--- src/rtl/div_hilo_ctrl_pkg.sv ---
// Shared definitions for the DIV/DIVU sequencer:
// state encoding, watchdog default and the divide-by-zero LO value.
package div_hilo_ctrl_pkg;

  localparam logic [2:0] ST_IDLE  = 3'd0;
  localparam logic [2:0] ST_BUSY  = 3'd1;
  localparam logic [2:0] ST_ZERO  = 3'd2;
  localparam logic [2:0] ST_DONE  = 3'd3;
  localparam logic [2:0] ST_ABORT = 3'd4;

  localparam int TIMEOUT_DEF = 40;

  localparam logic [31:0] ZERO_LO = 32'hFFFF_FFFF;

  typedef enum logic [2:0] {
    S_IDLE  = ST_IDLE,
    S_BUSY  = ST_BUSY,
    S_ZERO  = ST_ZERO,
    S_DONE  = ST_DONE,
    S_ABORT = ST_ABORT
  } state_t;

endpackage

--- src/rtl/div_hilo_ctrl_if.sv ---
// Bundle between the EX stage, the iterative divider and the HI/LO owner.
// master: the sequencer. slave: pipeline + divider side.
interface div_hilo_ctrl_if;

  logic        ex_div_valid;
  logic        ex_div_signed;
  logic [31:0] ex_op1;
  logic [31:0] ex_op2;
  logic        ex_flush;
  logic        mthi_we;
  logic        mtlo_we;
  logic [31:0] mt_wdata;
  logic        stall_req;
  logic        div_begin;
  logic        div_signed;
  logic [31:0] div_op1;
  logic [31:0] div_op2;
  logic [31:0] div_result;
  logic [31:0] div_remainder;
  logic        div_end;
  logic [31:0] hi;
  logic [31:0] lo;
  logic        timeout_err;

  modport master (
    input  ex_div_valid, ex_div_signed,
    input  ex_op1, ex_op2, ex_flush,
    input  mthi_we, mtlo_we, mt_wdata,
    input  div_result, div_remainder, div_end,
    output stall_req, div_begin, div_signed,
    output div_op1, div_op2,
    output hi, lo, timeout_err
  );

  modport slave (
    output ex_div_valid, ex_div_signed,
    output ex_op1, ex_op2, ex_flush,
    output mthi_we, mtlo_we, mt_wdata,
    output div_result, div_remainder, div_end,
    input  stall_req, div_begin, div_signed,
    input  div_op1, div_op2,
    input  hi, lo, timeout_err
  );

endinterface

--- src/rtl/div_hilo_ctrl.sv ---
// DIV/DIVU sequencer: latches operands, runs the divider, stalls EX,
// owns HI/LO (also MTHI/MTLO), aborts on flush and on a watchdog timeout.
// Ports: clk, rst (sync, active-high), bus (div_hilo_ctrl_if.master).
module div_hilo_ctrl
  import div_hilo_ctrl_pkg::*;
#(
  parameter int TIMEOUT = TIMEOUT_DEF
) (
  input  logic           clk,
  input  logic           rst,
  div_hilo_ctrl_if.master bus
);

  localparam int CW = $clog2(TIMEOUT + 1);
  localparam logic [CW-1:0] W_TMO    = CW'(TIMEOUT);
  localparam logic [CW-1:0] W_TMO_M1 = CW'(TIMEOUT - 1);

  state_t        r_state;
  state_t        w_next;
  logic [31:0]   r_op1;
  logic [31:0]   r_op2;
  logic          r_signed;
  logic [31:0]   r_hi;
  logic [31:0]   r_lo;
  logic [CW-1:0] r_cnt;
  logic          r_tmo;

  logic w_req;
  logic w_zero;
  logic w_div_wr;
  logic w_tmo;

  assign w_req  = bus.ex_div_valid & ~bus.ex_flush;
  assign w_zero = (bus.ex_op2 == 32'd0);

  always_comb begin
    w_next   = r_state;
    w_div_wr = 1'b0;
    w_tmo    = 1'b0;
    unique case (r_state)
      S_IDLE: begin
        if (w_req)
          w_next = w_zero ? S_ZERO : S_BUSY;
      end
      S_BUSY: begin
        // flush outranks a same-cycle div_end
        if (bus.ex_flush) begin
          w_next = S_ABORT;
        end else if (bus.div_end) begin
          w_next   = S_DONE;
          w_div_wr = 1'b1;
        end else if (r_cnt == W_TMO_M1) begin
          w_next = S_ABORT;
          w_tmo  = 1'b1;
        end
      end
      S_ZERO:  w_next = S_DONE;
      S_DONE:  w_next = S_IDLE;
      S_ABORT: w_next = S_IDLE;
      default: w_next = S_IDLE;
    endcase
  end

  always_ff @(posedge clk) begin
    if (rst) begin
      r_state  <= S_IDLE;
      r_op1    <= '0;
      r_op2    <= '0;
      r_signed <= 1'b0;
      r_hi     <= '0;
      r_lo     <= '0;
      r_cnt    <= '0;
      r_tmo    <= 1'b0;
    end else begin
      r_state <= w_next;

      if (r_state == S_IDLE && w_req) begin
        r_op1 <= bus.ex_op1;
        if (!w_zero) begin
          r_op2    <= bus.ex_op2;
          r_signed <= bus.ex_div_signed;
        end
      end

      if (r_state != S_BUSY && w_next == S_BUSY)
        r_cnt <= '0;
      else if (r_state == S_BUSY && r_cnt != W_TMO)
        r_cnt <= r_cnt + CW'(1);

      if (w_tmo)
        r_tmo <= 1'b1;

      // division result beats an MTHI/MTLO on the same edge
      if (w_div_wr)
        r_hi <= bus.div_remainder;
      else if (r_state == S_ZERO)
        r_hi <= r_op1;
      else if (bus.mthi_we)
        r_hi <= bus.mt_wdata;

      if (w_div_wr)
        r_lo <= bus.div_result;
      else if (r_state == S_ZERO)
        r_lo <= ZERO_LO;
      else if (bus.mtlo_we)
        r_lo <= bus.mt_wdata;
    end
  end

  assign bus.div_begin   = (r_state == S_BUSY);
  assign bus.stall_req   = ((r_state == S_IDLE) & w_req)
                         | (r_state == S_BUSY)
                         | (r_state == S_ZERO);
  assign bus.div_signed  = r_signed;
  assign bus.div_op1     = r_op1;
  assign bus.div_op2     = r_op2;
  assign bus.hi          = r_hi;
  assign bus.lo          = r_lo;
  assign bus.timeout_err = r_tmo;

endmodule

--- src/flat_wrapper.sv ---
// flat-port wrapper written by rule: the top's interface ports become plain ports
module div_hilo_ctrl_flat import div_hilo_ctrl_pkg::*;
#(
  parameter int TIMEOUT = TIMEOUT_DEF
)
  (clk, rst, bus_ex_div_valid, bus_ex_div_signed, bus_ex_op1, bus_ex_op2, bus_ex_flush, bus_mthi_we, bus_mtlo_we, bus_mt_wdata, bus_div_result, bus_div_remainder, bus_div_end, bus_stall_req, bus_div_begin, bus_div_signed, bus_div_op1, bus_div_op2, bus_hi, bus_lo, bus_timeout_err);
  div_hilo_ctrl_if bus_i ();
  input  logic clk;
  input  logic rst;
  input wire logic [$bits(bus_i.ex_div_valid)-1:0] bus_ex_div_valid;
  input wire logic [$bits(bus_i.ex_div_signed)-1:0] bus_ex_div_signed;
  input wire logic [$bits(bus_i.ex_op1)-1:0] bus_ex_op1;
  input wire logic [$bits(bus_i.ex_op2)-1:0] bus_ex_op2;
  input wire logic [$bits(bus_i.ex_flush)-1:0] bus_ex_flush;
  input wire logic [$bits(bus_i.mthi_we)-1:0] bus_mthi_we;
  input wire logic [$bits(bus_i.mtlo_we)-1:0] bus_mtlo_we;
  input wire logic [$bits(bus_i.mt_wdata)-1:0] bus_mt_wdata;
  input wire logic [$bits(bus_i.div_result)-1:0] bus_div_result;
  input wire logic [$bits(bus_i.div_remainder)-1:0] bus_div_remainder;
  input wire logic [$bits(bus_i.div_end)-1:0] bus_div_end;
  output wire logic [$bits(bus_i.stall_req)-1:0] bus_stall_req;
  output wire logic [$bits(bus_i.div_begin)-1:0] bus_div_begin;
  output wire logic [$bits(bus_i.div_signed)-1:0] bus_div_signed;
  output wire logic [$bits(bus_i.div_op1)-1:0] bus_div_op1;
  output wire logic [$bits(bus_i.div_op2)-1:0] bus_div_op2;
  output wire logic [$bits(bus_i.hi)-1:0] bus_hi;
  output wire logic [$bits(bus_i.lo)-1:0] bus_lo;
  output wire logic [$bits(bus_i.timeout_err)-1:0] bus_timeout_err;
  assign bus_i.ex_div_valid = bus_ex_div_valid;
  assign bus_i.ex_div_signed = bus_ex_div_signed;
  assign bus_i.ex_op1 = bus_ex_op1;
  assign bus_i.ex_op2 = bus_ex_op2;
  assign bus_i.ex_flush = bus_ex_flush;
  assign bus_i.mthi_we = bus_mthi_we;
  assign bus_i.mtlo_we = bus_mtlo_we;
  assign bus_i.mt_wdata = bus_mt_wdata;
  assign bus_i.div_result = bus_div_result;
  assign bus_i.div_remainder = bus_div_remainder;
  assign bus_i.div_end = bus_div_end;
  assign bus_stall_req = bus_i.stall_req;
  assign bus_div_begin = bus_i.div_begin;
  assign bus_div_signed = bus_i.div_signed;
  assign bus_div_op1 = bus_i.div_op1;
  assign bus_div_op2 = bus_i.div_op2;
  assign bus_hi = bus_i.hi;
  assign bus_lo = bus_i.lo;
  assign bus_timeout_err = bus_i.timeout_err;
  div_hilo_ctrl #(.TIMEOUT(TIMEOUT)) u_core (.clk(clk), .rst(rst), .bus(bus_i));
endmodule
--- config.mk ---
export PLATFORM = sky130hd
export DESIGN_NAME = div_hilo_ctrl_flat
export DESIGN_NICKNAME = d
export VERILOG_FILES = /design/src/rtl/div_hilo_ctrl_pkg.sv /design/src/rtl/div_hilo_ctrl_if.sv /design/src/rtl/div_hilo_ctrl.sv /design/src/flat_wrapper.sv
export SDC_FILE = /design/constraint.sdc
export NUM_CORES = 1
export LEC_CHECK = 0
export CAP_MARGIN = 20
export CELL_PAD_IN_SITES_DETAIL_PLACEMENT = 0
export CELL_PAD_IN_SITES_GLOBAL_PLACEMENT = 2
export CORE_MARGIN = 2
export CORE_UTILIZATION = 23
export CTS_BUF_LIST = sky130_fd_sc_hd__clkbuf_16
export DETAILED_ROUTE_END_ITERATION = 10
export GPL_ROUTABILITY_DRIVEN = 0
export MAX_ROUTING_LAYER = met4
export PLACE_DENSITY = 0.83
export SETUP_SLACK_MARGIN = 0.05
export SYNTH_ARGS = -nofsm -noshare
export SYNTH_HDL_FRONTEND = slang
export SYNTH_SLANG_ARGS = --single-unit
--- constraint.sdc ---
create_clock -name clk -period 1.8 [get_ports clk]
set_clock_uncertainty 0.1 [all_clocks]
set_input_delay 0.27 -clock clk [delete_from_list [all_inputs] [get_ports clk]]
set_output_delay 0.27 -clock clk [all_outputs]
set_load 0.03 [all_outputs]
==> results of run 1 <==
-- per-layer routing --
metal,track usage,vias to the layer above
met5,-,-
met4,0.03361,0
met3,0.06294,14
met2,0.2677,222
met1,0.1978,2881
li1,-,3120
-- stage by stage --
stage	util	hold slack, ps	std cells	setup TNS, ps	area (µm²)
floorplan	-	306.0	713	0	6515
global placement	0.3702	355.4	1380	-14020	10310
detailed placement	0.3702	360.1	1380	-15380	10310
CTS	0.3854	143.5	1412	-104.5	10740
global route	0.3871	166.4	1416	-39.43	10780
finish	0.3871	159.4	1416	0	10780
-- layout by cell type, fill, tap and decap left out, drive strengths merged, types with 17 or more instances in the layout --
master and instances:
clkdlybuf4s50 163, dfxtp 139, nand2 133, dlygate4sd2 130
mux2i 98, nand2b 67, a21oi 65, buf 61
nor2 35, o211ai 32, a311oi 32, clkbuf 17
-- critical path, delay by kind of cell (launching register included) --
family / cells / cell delay, ps
buffers and inverters: 1 / 140
DFF: 1 / 350
and+or+nand+nor: 2 / 500
-- power by group --
part / total (mW) / leakage [nW] / internal (mW) / switching, mW
registers: 3.40 / 1.14 / 3.28 / 0.116
logic: 1.98 / 3.29 / 0.940 / 1.04
clock network: 3.47 / 0.273 / 1.93 / 1.54
total: 8.85 / 4.70 / 6.15 / 2.70
-- area by class of cell --
cell class              count  share of cell area
inverters                   5            0.001972
diodes                      1           0.0002320
flip-flops and latches    139              0.2586
repair buffers            355              0.3243
clock inverters            15             0.01288
well taps                 378             0.04386
clock buffers              17             0.03945
multi-input cells         506              0.3187
-- kinds of logic after synthesis --
| family | after synthesis | share of synthesized area |
|---|---|---|
| AO/OA/AOI/OAI | 138 | 0.1699 |
| buffers and inverters | 68 | 0.05170 |
| XOR/XNOR | 4 | 0.005382 |
| adder cells (fa/ha/maj) | 2 | 0.003843 |
| flip-flops | 139 | 0.4274 |
| multiplexers | 98 | 0.1507 |
| AND/OR/NAND/NOR | 264 | 0.1910 |
-- worst max path at each step --
stage,startpoint,end,slack (ps),depth (start not counted)
floorplan,u_core.r_state[1],bus_stall_req,140,5
global placement,bus_ex_op2[14],u_core.r_cnt[2],-250,6
detailed placement,bus_ex_op2[22],u_core.bus.div_op2[23],-270,6
CTS,u_core.r_state[1],bus_stall_req,-100,5
global route,u_core.r_state[1],bus_stall_req,-40,5
finish,u_core.r_state[0],bus_stall_req,30,3
-- state kept, by name, indices dropped and copies added (netlist names) --
register / flops
u_core.bus.div_op1: 32
u_core.bus.div_op2: 32
u_core.bus.hi: 32
u_core.bus.lo: 32
u_core.r_cnt: 6
u_core.r_state: 3
u_core.bus.div_signed: 1
u_core.bus.timeout_err: 1
-- repair_timing --
action,in CTS,in global routing
setup endpoints to repair,131,27
pin swaps,2,5
endpoints found under the hold margin,0,0
hold buffers,0,0
gates resized for setup,134,8
buffers inserted,0,3
==> results_dict.tcl, run 1 <==
set metrics [dict create \
    critPathSlowestCell "or3b_4" \
    final_hold_viol_count 0 \
    clk_latency_ps 420 \
    die_w_um 172.2 \
    yosysMostFrequentCell "dfxtp_1" \
    rsz0062_at_grt "yes" \
    multi_input_area_um2 3437 \
    syn_nets 883 \
    slew_headroom 0.7530 \
    drive_gt1_frac 0.1283 \
    htreeDepth 4 \
    grt_pass1_vias 6264 \
    critPathKind "flop to primary output" \
    areaGrowthSynthToFinish_pct 65.65 \
    grt_pass1_wl_mm 36.45 \
    syn_avg_cell_area_um2 9.130 \
    max_freq_mhz 565.2 \
    clkSlewWorstSetupHoldPaths_ps 60 \
    synth.area.top_cells "dfxtp_1 43%, mux2i_1 15%, nand2_1 7.7%" \
    holdPathEnd "u_core.bus.timeout_err" \
    power.density_nw_per_um2 820.4 \
    dp_hpwl_mm 17.69 \
    met1_length_mm 10.54 \
    synth_cell_type_count 38 \
    finalCritPeriodShare 0.9829 \
    clockBufferDepth 2 \
    p_leak_nw 4.703 \
    synthFlopType "dfxtp_1" \
    ir_drop_v 0.0004877 \
    async_flop_share 0 \
    io-pin-count 300 \
    pre_cts_slack_ps -267.0 \
    cp_cell_sequence "or3b_4, nand3_2, buf_6" \
    critical-path-max-stage-delay_ps 410 \
    end_kind "primary output" \
    total_power_mw 8.847 \
    final_nets 1194 \
    r2r-end "u_core.bus.hi[11]" \
    cts_tree "done" \
    met3_length_mm 2.430 \
    worstSetupStartpointType "flop" \
    wl_met2_mm 11.20 \
    r2r_start "u_core.r_state[0]" \
    regArea_um2 2789 \
    grt_util_all_layers 0.1658 \
    path_max_fanout 7 \
    drt_iter0_markers 324 \
    final.min_clock_period_ps 1769 \
    dr.pass1.iters 4 \
    ff2ff_setup_slack_ps 140 \
    cts-root-buf "clkbuf_16" \
    worst_ep_arrival_time_ps 1400 \
    ant_nets 0 \
    vias 6237 \
    rows 61 \
    yosysSeqAreaShare 0.4274 \
    cts_buffers 17 \
    hold_class "input pin to flop" \
    synth_enable_flop_cells 0 \
    drv_slew 0 \
    routed_wl_mm 24.39 \
    nFillCells 2855 \
    worst_pin_slew_ps 370.4 \
    grt_overflow 0 \
    holdPathStages 2 \
    yosysTopAreaCellShare 0.4274 \
    status "completed" \
    synth.cells.most_frequent "139 x dfxtp_1, 133 x nand2_1, 98 x mux2i_1" \
    die_area_um2 29670 \
    portBuffers 299 \
    min_from "rst" \
    yosysTopAreaCell "dfxtp_1" \
    synth_area_um2 6510 \
    rr_worst_depth 5 \
    setup_violations 0 \
    synthCells 713 \
    wl_per_cell_um 17.22 \
    top_layer_used "met4" \
    cap_violations 0 \
    numClockSinks 139 \
    crit_required_ps 1430 \
    grt_max_degree 52 \
    synth-seq-cells 139 \
    start_util 0.2337 \
    core-area_um2 27860 \
    yosysWarningCount 0 \
    via_per_inst 4.405 \
    antenna_found_initial 1 \
    setup_slack_ps 30.80 \
    die_h_um 172.2 \
    drc 0 \
]
(Power assumes the default switching activity.)
==> run 2: changes to the inputs <==
SETUP_SLACK_MARGIN = 0.5   (was 0.05)
==> run 2 against run 1 <==
The run now ends with setup timing left. Register-to-register slack lost 130 ps. Clock-buffer cell count is the same. Maximum frequency shrank 2.3%. Worst hold slack lost 99 ps. Critical path type unchanged. Cell count grew 4.7%. First-iteration DRC count shrank 3.1%. Highest routed layer unchanged. Non-clock buffer count grew 68.
==> results_dict.tcl, run 2 (synthesis gave the netlist of run 1 again) <==
set metrics [dict create \
    critPathSlowestCell "or3b_4" \
    internal-power_mw 7.261 \
    utilization 0.4724 \
    finalCritPeriodShare 1.006 \
    critPathCapture "bus_stall_req" \
    grt_overflow 0 \
    setup_violations 1 \
    areaGrowthSynthToFinish_pct 102.1 \
    routed_wl_mm 28.37 \
    dp_cells 1369 \
    clkSlewWorstSetupHoldPaths_ps 60 \
    drc 0 \
    vias 6732 \
    rsz0062_at_grt "yes" \
    cts-root-buf "clkbuf_16" \
    die_area_um2 29670 \
    cap_violations 0 \
    path_max_fanout 6 \
    grt_util_all_layers 0.1674 \
    drv_slew 0 \
    core-area_um2 27860 \
    die_h_um 172.2 \
    final.min_clock_period_ps 1811 \
    ant_nets 0 \
    start_util 0.2337 \
    clockBufferDepth 2 \
    critPathKind "flop to primary output" \
    io-pin-count 300 \
    via_per_inst 4.539 \
    cts_buffers 17 \
    crit_required_ps 1430 \
    rows 61 \
    startpoint "u_core.r_state[0]" \
    slew_headroom 0.6966 \
    drt_iter0_markers 314 \
    drive_gt1_frac 0.5489 \
    r2r-end "u_core.bus.div_op1[11]" \
    worst_pin_slew_ps 455.2 \
    hold_class "input pin to flop" \
    numClockSinks 139 \
    power.density_nw_per_um2 771.5 \
    final_cells 1483 \
    end_kind "primary output" \
    power_frac_seq 0.342 \
    status "finished, violations left" \
    dp_hpwl_mm 16.89 \
    max_freq_mhz 552.1 \
    power.switching_mw 2.891 \
    die_w_um 172.2 \
    setup_slack_ps -11.23 \
    critical-path-max-stage-delay_ps 430 \
    final_cell_mix "148 x buf_6, 145 x clkdlybuf4s50_1, 125 x dfxtp_2, 98 x mux2i_1, 80 x nand2_1" \
    portBuffers 299 \
    grt_pass1_wl_mm 36.98 \
    p_leak_nw 5.595 \
    dr.pass1.iters 4 \
    clk_latency_ps 420 \
    pre_cts_slack_ps -409.0 \
    p_sw_frac 0.2848 \
    hold_ws_ps 60.84 \
    r2r_start "u_core.r_state[1]" \
    ir_drop_v 0.0004881 \
    final_hold_viol_count 0 \
    worst_ep_arrival_time_ps 1440 \
    final_common_cell "buf_6" \
    cp_cell_sequence "or3b_4, nand3_4, buf_6" \
    worstSetupStartpointType "flop" \
    htreeDepth 4 \
    wl_per_cell_um 19.13 \
    final_nets 1262 \
    comb_power_share 0.254 \
    cts_tree "done" \
    grt_pass1_vias 6415 \
    violations "setup timing" \
    ctsHoldBuffers 0 \
    clockPowerShare 0.404 \
    ff2ff_setup_slack_ps 10 \
    grt_max_degree 78 \
    rr_worst_depth 9 \
    antenna_found_initial 1 \
    fin_setup_tns_ps -11.23 \
]
==> run 2: how the worst min path moves through the flow <==
stage                           startpoint                      to  slack [ps]  cells after the start
global route                bus_ex_op2[19]  u_core.bus.div_op2[19]          70                      3
finish                      bus_ex_op2[19]  u_core.bus.div_op2[19]          60                      3
detailed placement   u_core.bus.div_op2[8]   u_core.bus.div_op2[8]         360                      2
CTS                         bus_ex_op2[27]  u_core.bus.div_op2[27]         140                      3
floorplan                   bus_ex_op1[22]  u_core.bus.div_op1[22]         310                      2
global placement    u_core.bus.div_op2[29]  u_core.bus.div_op2[29]         360                      2
==> run 2: final cells by class <==
type	instances	area (µm²)
Fill cell	2580	14700
Timing Repair Buffer	423	4792
Multi-Input combinational cell	506	4228
Sequential cell	139	2969
Tap cell	378	473.0
Clock buffer	17	425.4
Clock inverter	14	242.7
Inverter	5	26.28
Antenna cell	1	2.502
==> run 2: stage by stage <==
stage | power (mW) | area, µm²
3_5_place_dp | 5.547 | 10200
4_1_cts | 9.949 | 11770
5_1_grt | 10.52 | 13160
3_3_place_gp | 5.538 | 10200
6_report | 10.15 | 13160
2_1_floorplan | 4.508 | 6616
==> run 2: per-layer routing <==
layer | track usage | up-vias | part of all wire
met5 | - | - | 0
met4 | 0.04494 | 0 | 0.016
met3 | 0.05356 | 31 | 0.068
met2 | 0.2699 | 228 | 0.50
met1 | 0.2019 | 3208 | 0.42
li1 | - | 3265 | -
==> run 2: power groups by stage <==
| stage | logic [mW] | clock network, mW | registers [mW] |
|---|---|---|---|
| 4_1_cts | 2.29 | 4.20 | 3.47 |
| 2_1_floorplan | 0.660 | 0 | 3.85 |
| 3_5_place_dp | 2.07 | 0 | 3.48 |
| 6_report | 2.58 | 4.10 | 3.47 |
| 3_3_place_gp | 2.07 | 0 | 3.47 |
| 5_1_grt | 2.73 | 4.29 | 3.50 |
==> run 2: worst max-delay path, delay by kind of cell (launching register included) <==
family | cells | cell delay [ps]
buffers and inverters | 1 | 130
DFF | 1 | 360
and+or+nand+nor | 2 | 530
==> run 2: repair_timing <==
item / CTS / global route
resized for setup: 1099 / 211
gates cloned: 3 / 22
setup buffers: 33 / 24
pin swaps: 76 / 111
setup endpoints to repair: 271 / 195
==> run 3: changes to the inputs <==
CTS_CLUSTER_DIAMETER = 150   (was not set)
==> results of run 3 <==
Same layout as run 2: the final DEF is identical, and so are final timing and power.
